`src/rtl/vga_timing_gen_if.sv`:
```
// Raster timing bundle between the VGA timing source and its consumers.
// pix_en only exists when VGA_TIMING_CLKEN_EN is defined.
interface vga_timing_gen_if;
`ifdef VGA_TIMING_CLKEN_EN
  logic        pix_en;
`endif
  logic [9:0]  hpos;
  logic [9:0]  vpos;
  logic        hsync;
  logic        vsync;
  logic        display_on;
  logic        line_start;
  logic        frame_start;
  logic [15:0] frame_cnt;

  // Timing source side
  modport master (
    output hpos, vpos, hsync, vsync, display_on, line_start, frame_start, frame_cnt
`ifdef VGA_TIMING_CLKEN_EN
    , input pix_en
`endif
  );

  // Render / game-logic side
  modport slave (
    input hpos, vpos, hsync, vsync, display_on, line_start, frame_start, frame_cnt
`ifdef VGA_TIMING_CLKEN_EN
    , output pix_en
`endif
  );
endinterface

```
`src/rtl/vga_timing_gen.sv`:
```
// Raster timing source for a 640x480@60 display path: free-running H/V counters,
// syncs, display enable, line/frame strobes and a frame counter, all registered.
// Optional macro VGA_TIMING_CLKEN_EN adds a pixel clock enable (pix_en); when it is
// undefined the counters advance on every clk edge.
module vga_timing_gen #(
  parameter int unsigned H_DISPLAY = 640,
  parameter int unsigned H_FRONT   = 16,
  parameter int unsigned H_SYNC    = 96,
  parameter int unsigned H_BACK    = 48,
  parameter int unsigned V_DISPLAY = 480,
  parameter int unsigned V_FRONT   = 10,
  parameter int unsigned V_SYNC    = 2,
  parameter int unsigned V_BACK    = 33,
  parameter bit          SYNC_POL  = 1'b0
) (
  input logic              clk,
  input logic              reset_n,
  vga_timing_gen_if.master timing_io
);

  localparam int unsigned H_TOTAL = H_DISPLAY + H_FRONT + H_SYNC + H_BACK;
  localparam int unsigned V_TOTAL = V_DISPLAY + V_FRONT + V_SYNC + V_BACK;

  localparam logic [9:0] HLast      = 10'(H_TOTAL - 1);
  localparam logic [9:0] VLast      = 10'(V_TOTAL - 1);
  localparam logic [9:0] HDisp      = 10'(H_DISPLAY);
  localparam logic [9:0] VDisp      = 10'(V_DISPLAY);
  localparam logic [9:0] HSyncStart = 10'(H_DISPLAY + H_FRONT);
  localparam logic [9:0] HSyncEnd   = 10'(H_DISPLAY + H_FRONT + H_SYNC);
  localparam logic [9:0] VSyncStart = 10'(V_DISPLAY + V_FRONT);
  localparam logic [9:0] VSyncEnd   = 10'(V_DISPLAY + V_FRONT + V_SYNC);

  logic [9:0]  hpos_q, hpos_d;
  logic [9:0]  vpos_q, vpos_d;
  logic [15:0] frame_cnt_q, frame_cnt_d;
  logic        hsync_q, hsync_d;
  logic        vsync_q, vsync_d;
  logic        display_on_q, display_on_d;
  logic        line_start_q, line_start_d;
  logic        frame_start_q, frame_start_d;
  logic        adv;

`ifdef VGA_TIMING_CLKEN_EN
  assign adv = timing_io.pix_en;
`else
  assign adv = 1'b1;
`endif

  // Next counter position; syncs/enables/strobes decoded from it so they align with hpos/vpos
  always_comb begin
    hpos_d        = hpos_q;
    vpos_d        = vpos_q;
    frame_cnt_d   = frame_cnt_q;
    hsync_d       = hsync_q;
    vsync_d       = vsync_q;
    display_on_d  = display_on_q;
    // Strobes drop on non-advancing edges so they last a single clk
    line_start_d  = 1'b0;
    frame_start_d = 1'b0;
    if (adv) begin
      if (hpos_q >= HLast) begin
        hpos_d = '0;
        if (vpos_q >= VLast) begin
          vpos_d      = '0;
          frame_cnt_d = frame_cnt_q + 16'd1;
        end else begin
          vpos_d = vpos_q + 10'd1;
        end
      end else begin
        hpos_d = hpos_q + 10'd1;
        // Recover from an impossible out-of-range line without waiting for a wrap
        if (vpos_q > VLast) vpos_d = '0;
      end
      hsync_d       = ~(((hpos_d >= HSyncStart) && (hpos_d < HSyncEnd)) ^ SYNC_POL);
      vsync_d       = ~(((vpos_d >= VSyncStart) && (vpos_d < VSyncEnd)) ^ SYNC_POL);
      display_on_d  = (hpos_d < HDisp) && (vpos_d < VDisp);
      line_start_d  = (hpos_d == '0);
      frame_start_d = (hpos_d == '0) && (vpos_d == '0);
    end
  end

  // State and output registers; reset parks on the last pixel so the first advance hits (0,0)
  always_ff @(posedge clk or negedge reset_n) begin
    if (!reset_n) begin
      hpos_q        <= HLast;
      vpos_q        <= VLast;
      frame_cnt_q   <= 16'hFFFF;
      hsync_q       <= ~SYNC_POL;
      vsync_q       <= ~SYNC_POL;
      display_on_q  <= 1'b0;
      line_start_q  <= 1'b0;
      frame_start_q <= 1'b0;
    end else begin
      hpos_q        <= hpos_d;
      vpos_q        <= vpos_d;
      frame_cnt_q   <= frame_cnt_d;
      hsync_q       <= hsync_d;
      vsync_q       <= vsync_d;
      display_on_q  <= display_on_d;
      line_start_q  <= line_start_d;
      frame_start_q <= frame_start_d;
    end
  end

  assign timing_io.hpos        = hpos_q;
  assign timing_io.vpos        = vpos_q;
  assign timing_io.frame_cnt   = frame_cnt_q;
  assign timing_io.hsync       = hsync_q;
  assign timing_io.vsync       = vsync_q;
  assign timing_io.display_on  = display_on_q;
  assign timing_io.line_start  = line_start_q;
  assign timing_io.frame_start = frame_start_q;

endmodule

```
`src/flat_wrapper.sv`:
```
// flat-port wrapper written by rule: the top's interface ports become plain ports
module vga_timing_gen_flat 
#(
  parameter int unsigned H_DISPLAY = 640,
  parameter int unsigned H_FRONT   = 16,
  parameter int unsigned H_SYNC    = 96,
  parameter int unsigned H_BACK    = 48,
  parameter int unsigned V_DISPLAY = 480,
  parameter int unsigned V_FRONT   = 10,
  parameter int unsigned V_SYNC    = 2,
  parameter int unsigned V_BACK    = 33,
  parameter bit          SYNC_POL  = 1'b0
)
  (clk, reset_n, timing_io_hpos, timing_io_vpos, timing_io_hsync, timing_io_vsync, timing_io_display_on, timing_io_line_start, timing_io_frame_start, timing_io_frame_cnt);
  vga_timing_gen_if timing_io_i ();
  input logic clk;
  input logic reset_n;
  output wire logic [$bits(timing_io_i.hpos)-1:0] timing_io_hpos;
  output wire logic [$bits(timing_io_i.vpos)-1:0] timing_io_vpos;
  output wire logic [$bits(timing_io_i.hsync)-1:0] timing_io_hsync;
  output wire logic [$bits(timing_io_i.vsync)-1:0] timing_io_vsync;
  output wire logic [$bits(timing_io_i.display_on)-1:0] timing_io_display_on;
  output wire logic [$bits(timing_io_i.line_start)-1:0] timing_io_line_start;
  output wire logic [$bits(timing_io_i.frame_start)-1:0] timing_io_frame_start;
  output wire logic [$bits(timing_io_i.frame_cnt)-1:0] timing_io_frame_cnt;
  assign timing_io_hpos = timing_io_i.hpos;
  assign timing_io_vpos = timing_io_i.vpos;
  assign timing_io_hsync = timing_io_i.hsync;
  assign timing_io_vsync = timing_io_i.vsync;
  assign timing_io_display_on = timing_io_i.display_on;
  assign timing_io_line_start = timing_io_i.line_start;
  assign timing_io_frame_start = timing_io_i.frame_start;
  assign timing_io_frame_cnt = timing_io_i.frame_cnt;
  vga_timing_gen #(.H_DISPLAY(H_DISPLAY), .H_FRONT(H_FRONT), .H_SYNC(H_SYNC), .H_BACK(H_BACK), .V_DISPLAY(V_DISPLAY), .V_FRONT(V_FRONT), .V_SYNC(V_SYNC), .V_BACK(V_BACK), .SYNC_POL(SYNC_POL)) u_core (.clk(clk), .reset_n(reset_n), .timing_io(timing_io_i));
endmodule
```
`config.mk`:
```
export PLATFORM = sky130hd
export DESIGN_NAME = vga_timing_gen_flat
export DESIGN_NICKNAME = d
export VERILOG_FILES = /design/src/rtl/vga_timing_gen_if.sv /design/src/rtl/vga_timing_gen.sv /design/src/flat_wrapper.sv
export SDC_FILE = /design/constraint.sdc
export NUM_CORES = 1
export LEC_CHECK = 0
export CAP_MARGIN = 10
export CORE_MARGIN = 1.5
export CORE_UTILIZATION = 57
export CTS_BUF_LIST = sky130_fd_sc_hd__clkbuf_4
export DETAILED_ROUTE_END_ITERATION = 10
export GPL_TIMING_DRIVEN = 0
export PLACE_DENSITY = 0.88
export SLEW_MARGIN = 20
export SYNTH_ARGS = -nofsm -noshare
export SYNTH_HDL_FRONTEND = slang
export SYNTH_SLANG_ARGS = --single-unit
export TNS_END_PERCENT = 10
```
`constraint.sdc`:
```
create_clock -name clk -period 6.3 [get_ports clk]
set_input_delay 1.26 -clock clk [delete_from_list [all_inputs] [get_ports clk]]
set_output_delay 1.26 -clock clk [all_outputs]
set_load 0.01 [all_outputs]
```
==> impl_summary.md <==
Run status
The run finished with clean final reports.

Placement
The congestion estimate from routability-driven global placement came to 0.8770. The HPWL after detailed placement is 3410 um. The standard cell area after detailed placement is 0.002676 sq mm. The count of input and output buffers is 42.

Drt
The number of DRC violations after detailed-routing iteration 0 is 120. For this run, design rule violations remaining after detail routing come to 0. The detail route stage leaves a number of antenna-violating nets equal to 0. The via density per instance is 5.891. The vias after detailed routing is 1,838. The pre-antenna-repair detailed-routing pass consisted of 5 iterations. In the final routed layout, each cell accounts on average for 14.70 um.

The routed wire length is 4585 um.

Global routing
The number of global-route vias before repair came to 1,673. The first global-routing pass estimated 7866 um of wire. The initial antenna violation count is 0. Entering global routing, the biggest net connects 25 pins. The overall routing resource usage is 24.17%.

The remaining global-route overflow is 0.

Cells and area
The proportion of layout cells with a drive suffix above 1 is 20.45%. The area added between synthesis and finish is 26.83%. The layout net count is 269.

The finished cells cover 0.002756 sq mm. The diode insertion count for antenna repair is 0.

CTS
The clock passes through at most 2 buffers. The number of buffers inserted for hold repair after clock tree synthesis is 0. The post-cts gate resize count is 0.

The total number of clock tree sinks is 41. The clock latency of the later-clocked register in the worst-skew pair is 0.34 ns. The clock slew seen by the registers of the worst setup and hold paths is 0.11 ns.

The TritonCTS clock tree is yes. The tree is rooted in a sky130_fd_sc_hd__clkbuf_4. The number of clock buffers inserted by TritonCTS is 5.

The number of setup buffers added after CTS is 0. CTS built an H-tree with a depth of 2.

Setup path
The worst register-to-register path has a setup slack of 3.80 ns. Together, buffers and inverters on the worst path number 1. The class of the most critical setup path is reg2out. Data on the critical path arrives at its endpoint at 1.52 ns. STA classifies the critical path startpoint as a flip-flop. Of all nets on the critical path, the largest fanout is 9.

Measured in cells, the most critical reg-to-reg path has a length of 9. For the worst setup path, the data required time is 5.04 ns. The worst reg2reg path endpoint is u_core.timing_io.frame_start. On the critical path, the stage with the largest delay is an instance of sky130_fd_sc_hd__dfstp_2.

In this run the critical register-to-register path is launched from u_core.timing_io.hpos[0]. Walking the worst path, the cells encountered are clkdlybuf4s50_1. The endpoint class of the critical path is an output pin.

The largest incremental delay on the critical path is 0.62 ns. The kind of cell with the highest combined delay on the critical path is flip-flops.

Timing
The number of failing hold endpoints at the final stage was 0. Setup violations remaining at the end of the flow were counted as 0. The relative slew slack is 64.79%. The period utilization is 44.16%.

Timing would allow up to 359.4 MHz. The setup clock skew after layout is 0.008321 ns. The number of slew-limit violations in the final report is 0. For the finished layout, the period the worst path requires is 2.782 ns. The final sum of negative setup slack is 0 ns. The transition time of the tightest slew-check pin is 0.5226 ns. Setup repair after global routing left no endpoint under its margin.

Logic synthesis
The fraction of synthesized cell area taken by the top area cell type is 33.85%. The netlist uses 50 different library cells. The share of the Yosys chip area taken by registers is 48.82%. The average instance in the mapped netlist occupies 10.20 sq um. The count of mapped cells out of synthesis is 213. In this run the cell area of the synthesized design comes to 0.002173 sq mm.

The synthesized design contains 0 enable-type register cells. After synthesis the netlist holds a flip-flop and latch count of 41. Yosys attributes the largest share of cell area to sky130_fd_sc_hd__dfstp_2 (34%), sky130_fd_sc_hd__dfrtp_1 (15%), sky130_fd_sc_hd__xnor2_1 (5.6%). The yosys synthesis warning count is 0. The synthesized design spends more area on one cell type than any other, namely sky130_fd_sc_hd__dfstp_2. The share of async-settable or async-resettable flops after synthesis is 100.0%. The number of nets in the synthesized netlist is 219. For this run, the leading register cell type out of synthesis is sky130_fd_sc_hd__dfstp_2.

Floorplanning
The height of the die is 64.75 um. The area of the core is 0.003661 sq mm. The total die area is 0.004193 sq mm. The initialized floorplan defines 22 standard-cell rows.

The starting utilization of the core area is 59.36%. The total I/O pin count is 43. The die outline width is 64.75 um.

Hold path
For hold timing, the worst endpoint is u_core.timing_io.frame_cnt[15]. The path class of the lowest-slack min-delay path is reg2reg. The worst hold path begins at u_core.timing_io.frame_cnt[15]. The number of cells on the worst hold path is 1.

Power
The total leakage power is 1.076 nW. The ratio of total power to cell area is 159.9 mW/mm^2. The worst-case IR drop observed on VDD is 0.0001305 V.

Run
Max-cap violations in this run came to 0.
## per-stage QoR
stage | std cells | hold slack, ns | utilization, % | power (mW) | setup slack (ns)
floorplan | 213 | 0.4938 | - | 0.2684 | 4.026
global placement | 303 | 0.4778 | 72.49 | 0.2738 | 3.054
detailed placement | 304 | 0.4905 | 73.10 | 0.2758 | 3.859
CTS | 312 | 0.5108 | 75.29 | 0.4446 | 3.508
global route | 312 | 0.5162 | 75.29 | 0.4585 | 3.446
finish | 312 | 0.5066 | 75.29 | 0.4408 | 3.518
## synthesized netlist by cell type (2+ instances only)
master,n
sky130_fd_sc_hd__dfstp_2,28
sky130_fd_sc_hd__nand2_1,20
sky130_fd_sc_hd__nor2_1,16
sky130_fd_sc_hd__nand3_1,15
sky130_fd_sc_hd__xnor2_1,14
sky130_fd_sc_hd__dfrtp_1,13
sky130_fd_sc_hd__nor3_1,9
sky130_fd_sc_hd__and3_1,8
sky130_fd_sc_hd__nand4_1,8
sky130_fd_sc_hd__and4_1,7
sky130_fd_sc_hd__inv_1,7
sky130_fd_sc_hd__a31oi_1,6
sky130_fd_sc_hd__xor2_1,6
sky130_fd_sc_hd__o21ai_0,5
sky130_fd_sc_hd__or3_1,5
sky130_fd_sc_hd__ha_1,4
sky130_fd_sc_hd__a21oi_1,2
sky130_fd_sc_hd__a221o_1,2
sky130_fd_sc_hd__a31o_2,2
sky130_fd_sc_hd__and2_1,2
sky130_fd_sc_hd__buf_2,2
sky130_fd_sc_hd__nor3b_1,2
sky130_fd_sc_hd__o211ai_1,2
sky130_fd_sc_hd__or4_1,2
## layout by cell type, fill, tap and decap left out, types with 2 or more instances in the layout
cell / n
sky130_fd_sc_hd__dfstp_2: 28
sky130_fd_sc_hd__and4_1: 7
sky130_fd_sc_hd__nor3_1: 9
sky130_fd_sc_hd__nand4_1: 8
sky130_fd_sc_hd__and3_1: 8
sky130_fd_sc_hd__a221o_1: 2
sky130_fd_sc_hd__dfrtp_1: 13
sky130_fd_sc_hd__nor3b_1: 2
sky130_fd_sc_hd__nor2_1: 16
sky130_fd_sc_hd__or4_1: 2
sky130_fd_sc_hd__a31oi_1: 6
sky130_fd_sc_hd__buf_2: 3
sky130_fd_sc_hd__nand3_1: 15
sky130_fd_sc_hd__a21oi_1: 2
sky130_fd_sc_hd__ha_1: 4
sky130_fd_sc_hd__clkbuf_4: 6
sky130_fd_sc_hd__inv_1: 7
sky130_fd_sc_hd__o21ai_0: 5
sky130_fd_sc_hd__clkdlybuf4s50_1: 41
sky130_fd_sc_hd__a31o_2: 2
sky130_fd_sc_hd__and2_1: 2
sky130_fd_sc_hd__xor2_1: 6
sky130_fd_sc_hd__or3_1: 5
sky130_fd_sc_hd__o211ai_1: 2
sky130_fd_sc_hd__xnor2_1: 14
sky130_fd_sc_hd__nand2_1: 20
## layout make-up
cell class	count	area (sq um)
timing repair buffer	43	442.9
clock buffer	6	45.04
inverter	7	26.28
tap	48	60.06
clock inverter	2	35.03
fill	266	904.6
buffer	4	28.78
multi-input combinational	161	1057
sequential	41	1061
## sequential cells by signal (all words and copies together) (netlist names)
register and flops:
u_core.timing_io.display_on 1, u_core.timing_io.frame_start 1, u_core.timing_io.vpos 10, u_core.timing_io.vsync 1, u_core.timing_io.line_start 1, u_core.timing_io.frame_cnt 16, u_core.timing_io.hsync 1, u_core.timing_io.hpos 10
## power by group
part | switching [mW] | internal, mW | leakage, nW
clock | 0.0822 | 0.0876 | 0.0456
combinational | 0.00491 | 0.00195 | 0.569
sequential | 0 | 0.264 | 0.461
total | 0.0871 | 0.354 | 1.08
## worst register-to-register path, stage by stage (launching register included)
cell and delay (ns):
sky130_fd_sc_hd__dfstp_2 0.60, sky130_fd_sc_hd__ha_1 0.26, sky130_fd_sc_hd__and4_1 0.24, sky130_fd_sc_hd__buf_6 0.14, sky130_fd_sc_hd__o21ai_4 0.09, sky130_fd_sc_hd__buf_4 0.19
sky130_fd_sc_hd__a21oi_1 0.15, sky130_fd_sc_hd__o21ai_0 0.22, sky130_fd_sc_hd__nor3_1 0.33, sky130_fd_sc_hd__and4_1 0.23
## logic make-up after synthesis
logic type | Yosys count | share of synthesized area, %
AOI/OAI and AO/OA | 32 | 11.40
xor gates and xnor gates | 20 | 8.060
adders and majority gates | 4 | 2.303
buffers and inverters | 11 | 2.533
DFF | 41 | 48.82
muxes | 1 | 0.5181
and+or+nand+nor | 104 | 26.37
## how the worst max path moves through the flow
stage,startpoint,to,cells past startpoint
global placement,reset_n,u_core.timing_io.vpos[7],1
finish,u_core.timing_io.hpos[8],timing_io_hpos[8],1
floorplan,u_core.timing_io.hpos[1],u_core.timing_io.frame_start,8
global route,u_core.timing_io.hpos[8],timing_io_hpos[8],1
CTS,u_core.timing_io.hpos[8],timing_io_hpos[8],1
detailed placement,u_core.timing_io.hpos[0],u_core.timing_io.vsync,9
## per-layer routing
metal | up-vias | global-route usage, % | wire (um)
met2 | 73 | 38.92 | 2207
li1 | 882 | - | -
met3 | 6 | 4.688 | 256
met4 | 0 | 6.649 | 40
met5 | - | 0 | 0
met1 | 877 | 33.56 | 2082
(Power assumes the default switching activity.)
==> edit 1 (config.mk and constraints unchanged) <==
`SYNC_POL` is set to 1'b0 in 2 places; all go to 1'b1.
--- a/src/rtl/vga_timing_gen.sv
+++ b/src/rtl/vga_timing_gen.sv
@@ -13,3 +13,3 @@
   parameter int unsigned V_BACK    = 33,
-  parameter bit          SYNC_POL  = 1'b0
+  parameter bit          SYNC_POL  = 1'b1
 ) (
--- a/src/flat_wrapper.sv
+++ b/src/flat_wrapper.sv
@@ -11,3 +11,3 @@
   parameter int unsigned V_BACK    = 33,
-  parameter bit          SYNC_POL  = 1'b0
+  parameter bit          SYNC_POL  = 1'b1
 )
Formal check against the unedited RTL: not equivalent (Yosys sat finds a counterexample within 4 cycles, from zero or initial values and one cycle with reset_n low).
==> edit 1 against the original RTL <==
Total power up 10%; synthesized area increased by 9.0%; count of clock-buffer cells in the layout is 1 lower; final area up 7.9%; sequential cell count unchanged; largest cell class is now multi-input gates; final cell count rose by 9.3%; worst setup slack worse by 24 ps; worst hold slack worse by 2.3 ps; synthesized cell count is 13% higher; wire length rose by 18%; clock skew grew 8.0 ps.
==> edit 1: results (changes against the original RTL) <==
Metal3 WL -> 458 um (was 256 um)
Clock Power Share -> 0.443 (was 0.385)
CP max stage cell -> dfstp_2 (unchanged)
Initial antenna violation count -> 0 (unchanged)
Asr flop ratio synth -> 1.000 (unchanged)
Post-Place Cells -> 333 (was 304)
PortBufs -> 42 (unchanged)
Total clock buffers created by CTS -> 5 (unchanged)
First-pass GRT wire length -> 8.487 mm (was 7.866 mm)
Final RePlAce weighted congestion -> 0.9329 (was 0.8770)
Largest net degree at the start of global routing -> 30 (was 25)
Clock Pin Slew Worst Setup and Hold Paths -> 130 ps (was 110 ps)
Sequential area share after synthesis -> 0.4467 (was 0.4882)
Largest stage delay, worst path -> 630 ps
# resized after CTS -> 0 (unchanged)
Nets -> 296 (was 269)
Grt ovf -> 0 (unchanged)
Slew HR -> 0.7117 (was 0.6479)
Inserted Diodes -> 0 (unchanged)
Outcome -> finished clean (unchanged)
M1 wire length -> 2.417 mm (was 2.082 mm)
Vias/cell -> 6.021 (was 5.891)
Ys flop type -> dfstp_2 (unchanged)
Gate Count Post-Synth -> 240 (was 213)
Fin cells -> 341 (was 312)
Clock Path Buffers -> 2 (unchanged)
GRT Util Overall -> 0.2482 (was 0.2417)
Leakage -> 1.209 nW (was 1.076 nW)
Number of global-route vias before repair -> 1763 (was 1673)
Post-CTS Setup Inserts -> 0 (unchanged)
Worst Path Arrival -> 1550 ps (was 1520 ps)
Most frequent cells after synthesis -> 26 x dfstp_2, 17 x nor2_1, 16 x nand2_1 (was 28 x dfstp_2, 20 x nand2_1, 16 x nor2_1)
DRT Pass-1 Iters -> 5 (unchanged)
Fillcell total -> 286 (was 266)
Worst-skew pair later-pin latency -> 370 ps (was 340 ps)
DP Wirelength -> 3.852 mm (was 3.410 mm)
H-tree depth -> 2 (unchanged)
HP Class -> reg2reg (unchanged)
Worst path top cell family by delay -> flip-flops (unchanged)
DRT iter0 DRCs -> 167 (was 120)
Share of layout cells above drive strength 1 -> 0.2131 (was 0.2045)
Final WL -> 5.424 mm (was 4.585 mm)
Final Power -> 0.4857 mW (was 0.4408 mW)
Largest register FFs -> 16 (unchanged)
Clock Root Buffer -> clkbuf_4 (unchanged)
YS warnings -> 0 (unchanged)
Clock Skews -> 16.35 ps (was 8.321 ps)
Top post-synthesis cells by area -> dfstp_2 29%, dfrtp_1 16%, xnor2_1 4.8% (was dfstp_2 34%, dfrtp_1 15%, xnor2_1 5.6%)
Seq. pwr -> 0.264 mW (about the same)
Library cells used by synthesis -> 53 (was 50)
Crit Path Max Fanout -> 8 (was 9)
Net Count, Synth -> 246 (was 219)
Int Pwr -> 0.3904 mW (was 0.3537 mW)
Max VDD drop -> 84.20 uV (was 130.5 uV)
Detail Route met2 WL -> 2.437 mm (was 2.207 mm)
Highest routed layer -> met4 (unchanged)
edit 1: cell types whose count changed after synthesis, sizes merged, moves of 4 or more:
cell	change
buf	+7
nand2	-4
nand2b	+4
nor4	+4
o31ai	+6
or3	-5
edit 1: final timing paths:
check	end	slack, ps	from	depth (start not counted)
setup / recovery	timing_io_hpos[2]	3490	u_core.timing_io.hpos[2]	1
max in group asynchronous	u_core.timing_io.hpos[4]	5010	reset_n	2
hold reg to reg	u_core.timing_io.frame_cnt[14]	500	u_core.timing_io.frame_cnt[14]	1
hold / removal	u_core.timing_io.frame_cnt[14]	500	u_core.timing_io.frame_cnt[14]	1
min in group asynchronous	u_core.timing_io.vpos[1]	770	reset_n	1
setup reg to reg	u_core.timing_io.vsync	3850	u_core.timing_io.hpos[0]	7
edit 1: logic make-up after synthesis:
group	share of synthesized area
buffers and inverters	0.05016
muxes	0.01425
AOI/OAI and AO/OA	0.1478
xor gates and xnor gates	0.08131
and+or+nand+nor	0.2386
DFF	0.4467
adders and majority gates	0.02112
edit 1: area by class of cell:
type	instances	area share
multi-input cells	175	0.4009
inverters	10	0.01262
clock inverters	3	0.02314
flip-flops and latches	41	0.3559
well taps	50	0.02103
repair buffers	43	0.1464
clock buffers	5	0.01262
plain buffers	14	0.02735
edit 1: through the flow:
step | worst slack (ps) | instance area [um2] | util
finish | 3494 | 2974 | 0.7435
global route | 3445 | 2974 | 0.7435
CTS | 3488 | 2974 | 0.7435
detailed placement | 3889 | 2868 | 0.7169
global placement | 3063 | 2853 | 0.7132
floorplan | 4157 | 2370 | -
edit 1: layer usage:
layer	vias up	global-route usage
met5	-	0
met4	0	0.1097
met3	17	0.04667
met2	114	0.3762
met1	952	0.3459
li1	970	-
==> edit 2 (config.mk and constraints unchanged) <==
Without the edit above. Reset style: synchronous (`reset_n`), changed in one clocked block.
--- a/src/rtl/vga_timing_gen.sv
+++ b/src/rtl/vga_timing_gen.sv
@@ -82,3 +82,3 @@
   // State and output registers; reset parks on the last pixel so the first advance hits (0,0)
-  always_ff @(posedge clk or negedge reset_n) begin
+  always_ff @(posedge clk) begin
     if (!reset_n) begin
Function: differs if reset_n is asserted again (counterexample within 4 cycles, from zero or initial values and one cycle with reset_n low); with reset_n held inactive, the same outputs for 10 cycles.
==> edit 2 against the original RTL <==
Sequential cell count is the same; count of clock-buffer cells in the layout decreased by 1; critical path depth rose by 6; final area increased by 2.5%; global-route usage grew 2.0 points; wire length up 18%; utilization rose by 0.14 points; maximum frequency grew 0.33%; worst hold slack got worse by 1.6 ps; worst setup slack improved by 9.1 ps; via count up 21%; synthesized area is 4.7% higher; critical endpoint is now u_core.timing_io.frame_start.
Power is not compared: it rests on default switching activity, and its combinational part moved more than twofold at a synthesized area within 25%.
==> edit 2: results (changes against the original RTL) <==
Sequential area share after synthesis -> 0.3608 (was 0.4882)
Largest stage delay, worst path -> 430 ps (was 620 ps)
Slew HR -> 0.6454 (was 0.6479)
HP Class -> reg2reg (unchanged)
Library cells used by synthesis -> 62 (was 50)
Largest net degree at the start of global routing -> 14 (was 25)
Post-CTS Setup Inserts -> 0 (unchanged)
Largest register FFs -> 16 (unchanged)
Ys flop type -> dfxtp_1 (was dfstp_2)
First-pass GRT wire length -> 9.011 mm (was 7.866 mm)
DRT iter0 DRCs -> 194 (was 120)
Outcome -> finished clean (unchanged)
DRT Pass-1 Iters -> 5 (unchanged)
Clock Skews -> 14.75 ps (was 8.321 ps)
H-tree depth -> 2 (unchanged)
PortBufs -> 41 (was 42)
Inserted Diodes -> 0 (unchanged)
Max VDD drop -> 302.8 uV
# resized after CTS -> 0 (unchanged)
GRT Util Overall -> 0.2621 (was 0.2417)
Final std cell area, no fill -> 0.002824 mm2 (was 0.002756 mm2)
Worst Path Arrival -> 3040 ps (was 1520 ps)
Clock Path Buffers -> 2 (unchanged)
Number of global-route vias before repair -> 2002 (was 1673)
Clock Pin Slew Worst Setup and Hold Paths -> 120 ps
Initial antenna violation count -> 0 (unchanged)
Share of layout cells above drive strength 1 -> 0.09174 (was 0.2045)
Fillcell total -> 298 (was 266)
Placed instance area -> 0.002745 mm2 (was 0.002676 mm2)
Most frequent cells after synthesis -> 42 x nand2_1, 41 x dfxtp_1, 17 x nor2_1 (was 28 x dfstp_2, 20 x nand2_1, 16 x nor2_1)
DR vias -> 2220 (was 1838)
YS warnings -> 0 (unchanged)
Top post-synthesis cells by area -> dfxtp_1 36%, nand2_1 6.9%, xnor2_1 5.4% (was dfstp_2 34%, dfrtp_1 15%, xnor2_1 5.6%)
Worst path top cell family by delay -> buffers and inverters (was flip-flops)
Crit Path Max Fanout -> 10 (was 9)
Asr flop ratio synth -> 0 (was 1.000)
Clock Root Buffer -> clkbuf_4 (unchanged)
Total clock buffers created by CTS -> 5 (unchanged)
Leakage -> 1.031 nW
Final WL -> 5.392 mm (was 4.585 mm)
Final RePlAce weighted congestion -> 0.9575 (was 0.8770)
CP max stage cell -> clkinv_1 (was dfstp_2)
DP Wirelength -> 3.872 mm (was 3.410 mm)
Nets -> 332 (was 269)
Worst-skew pair later-pin latency -> 360 ps (was 340 ps)
edit 2: cell type report:
cell class	instances	share of cell area
timing repair buffer	41	0.1453
inverter	11	0.01462
tap	48	0.02127
multi-input combinational	209	0.4696
sequential	41	0.2907
clock inverter	3	0.01462
clock buffer	5	0.01329
buffer	17	0.03057
edit 2: per-stage QoR:
step / setup WS [ps] / cells
5_1_grt: 3403 / 375
3_3_place_gp: 3220 / 367
4_1_cts: 3549 / 375
3_5_place_dp: 3224 / 367
6_report: 3527 / 375
2_1_floorplan: 3778 / 278
edit 2: final timing paths:
check / start / to / slack, ps / depth (start not counted)
max: reset_n / u_core.timing_io.frame_start / 3530 / 7
min: u_core.timing_io.frame_cnt[15] / u_core.timing_io.frame_cnt[15] / 500 / 2
max reg2reg: u_core.timing_io.hpos[0] / u_core.timing_io.vsync / 3740 / 7
min reg2reg: u_core.timing_io.frame_cnt[15] / u_core.timing_io.frame_cnt[15] / 500 / 2
edit 2: kinds of logic after synthesis:
group / Yosys count / synth area share
and+or+nand+nor: 127 / 0.2998
AOI/OAI and AO/OA: 56 / 0.1766
DFF: 41 / 0.3608
buffers and inverters: 28 / 0.05610
xor gates and xnor gates: 22 / 0.08471
adders and majority gates: 4 / 0.02200
edit 2: tightest hold or removal path, delay by kind of cell, from the launching register on:
family           cells  cell delay [ps]
flip-flops           1              360
XOR/XNOR             1               70
AND/OR/NAND/NOR      1               60
edit 2: power breakdown:
part	leakage [nW]	internal, mW	switching [mW]	total, mW
clock network	0.0389	0.0822	0.0896	0.172
registers	0.335	0.315	0.0537	0.369
logic	0.656	0.320	0.418	0.738
total	1.03	0.718	0.562	1.28
edit 2: metal layers:
metal,wire length [um],global-route usage,share of wire
met1,2370,0.3362,0.44
met2,2558,0.4350,0.47
met3,393,0.06303,0.073
met4,70,0.07908,0.013
met5,0,0,0
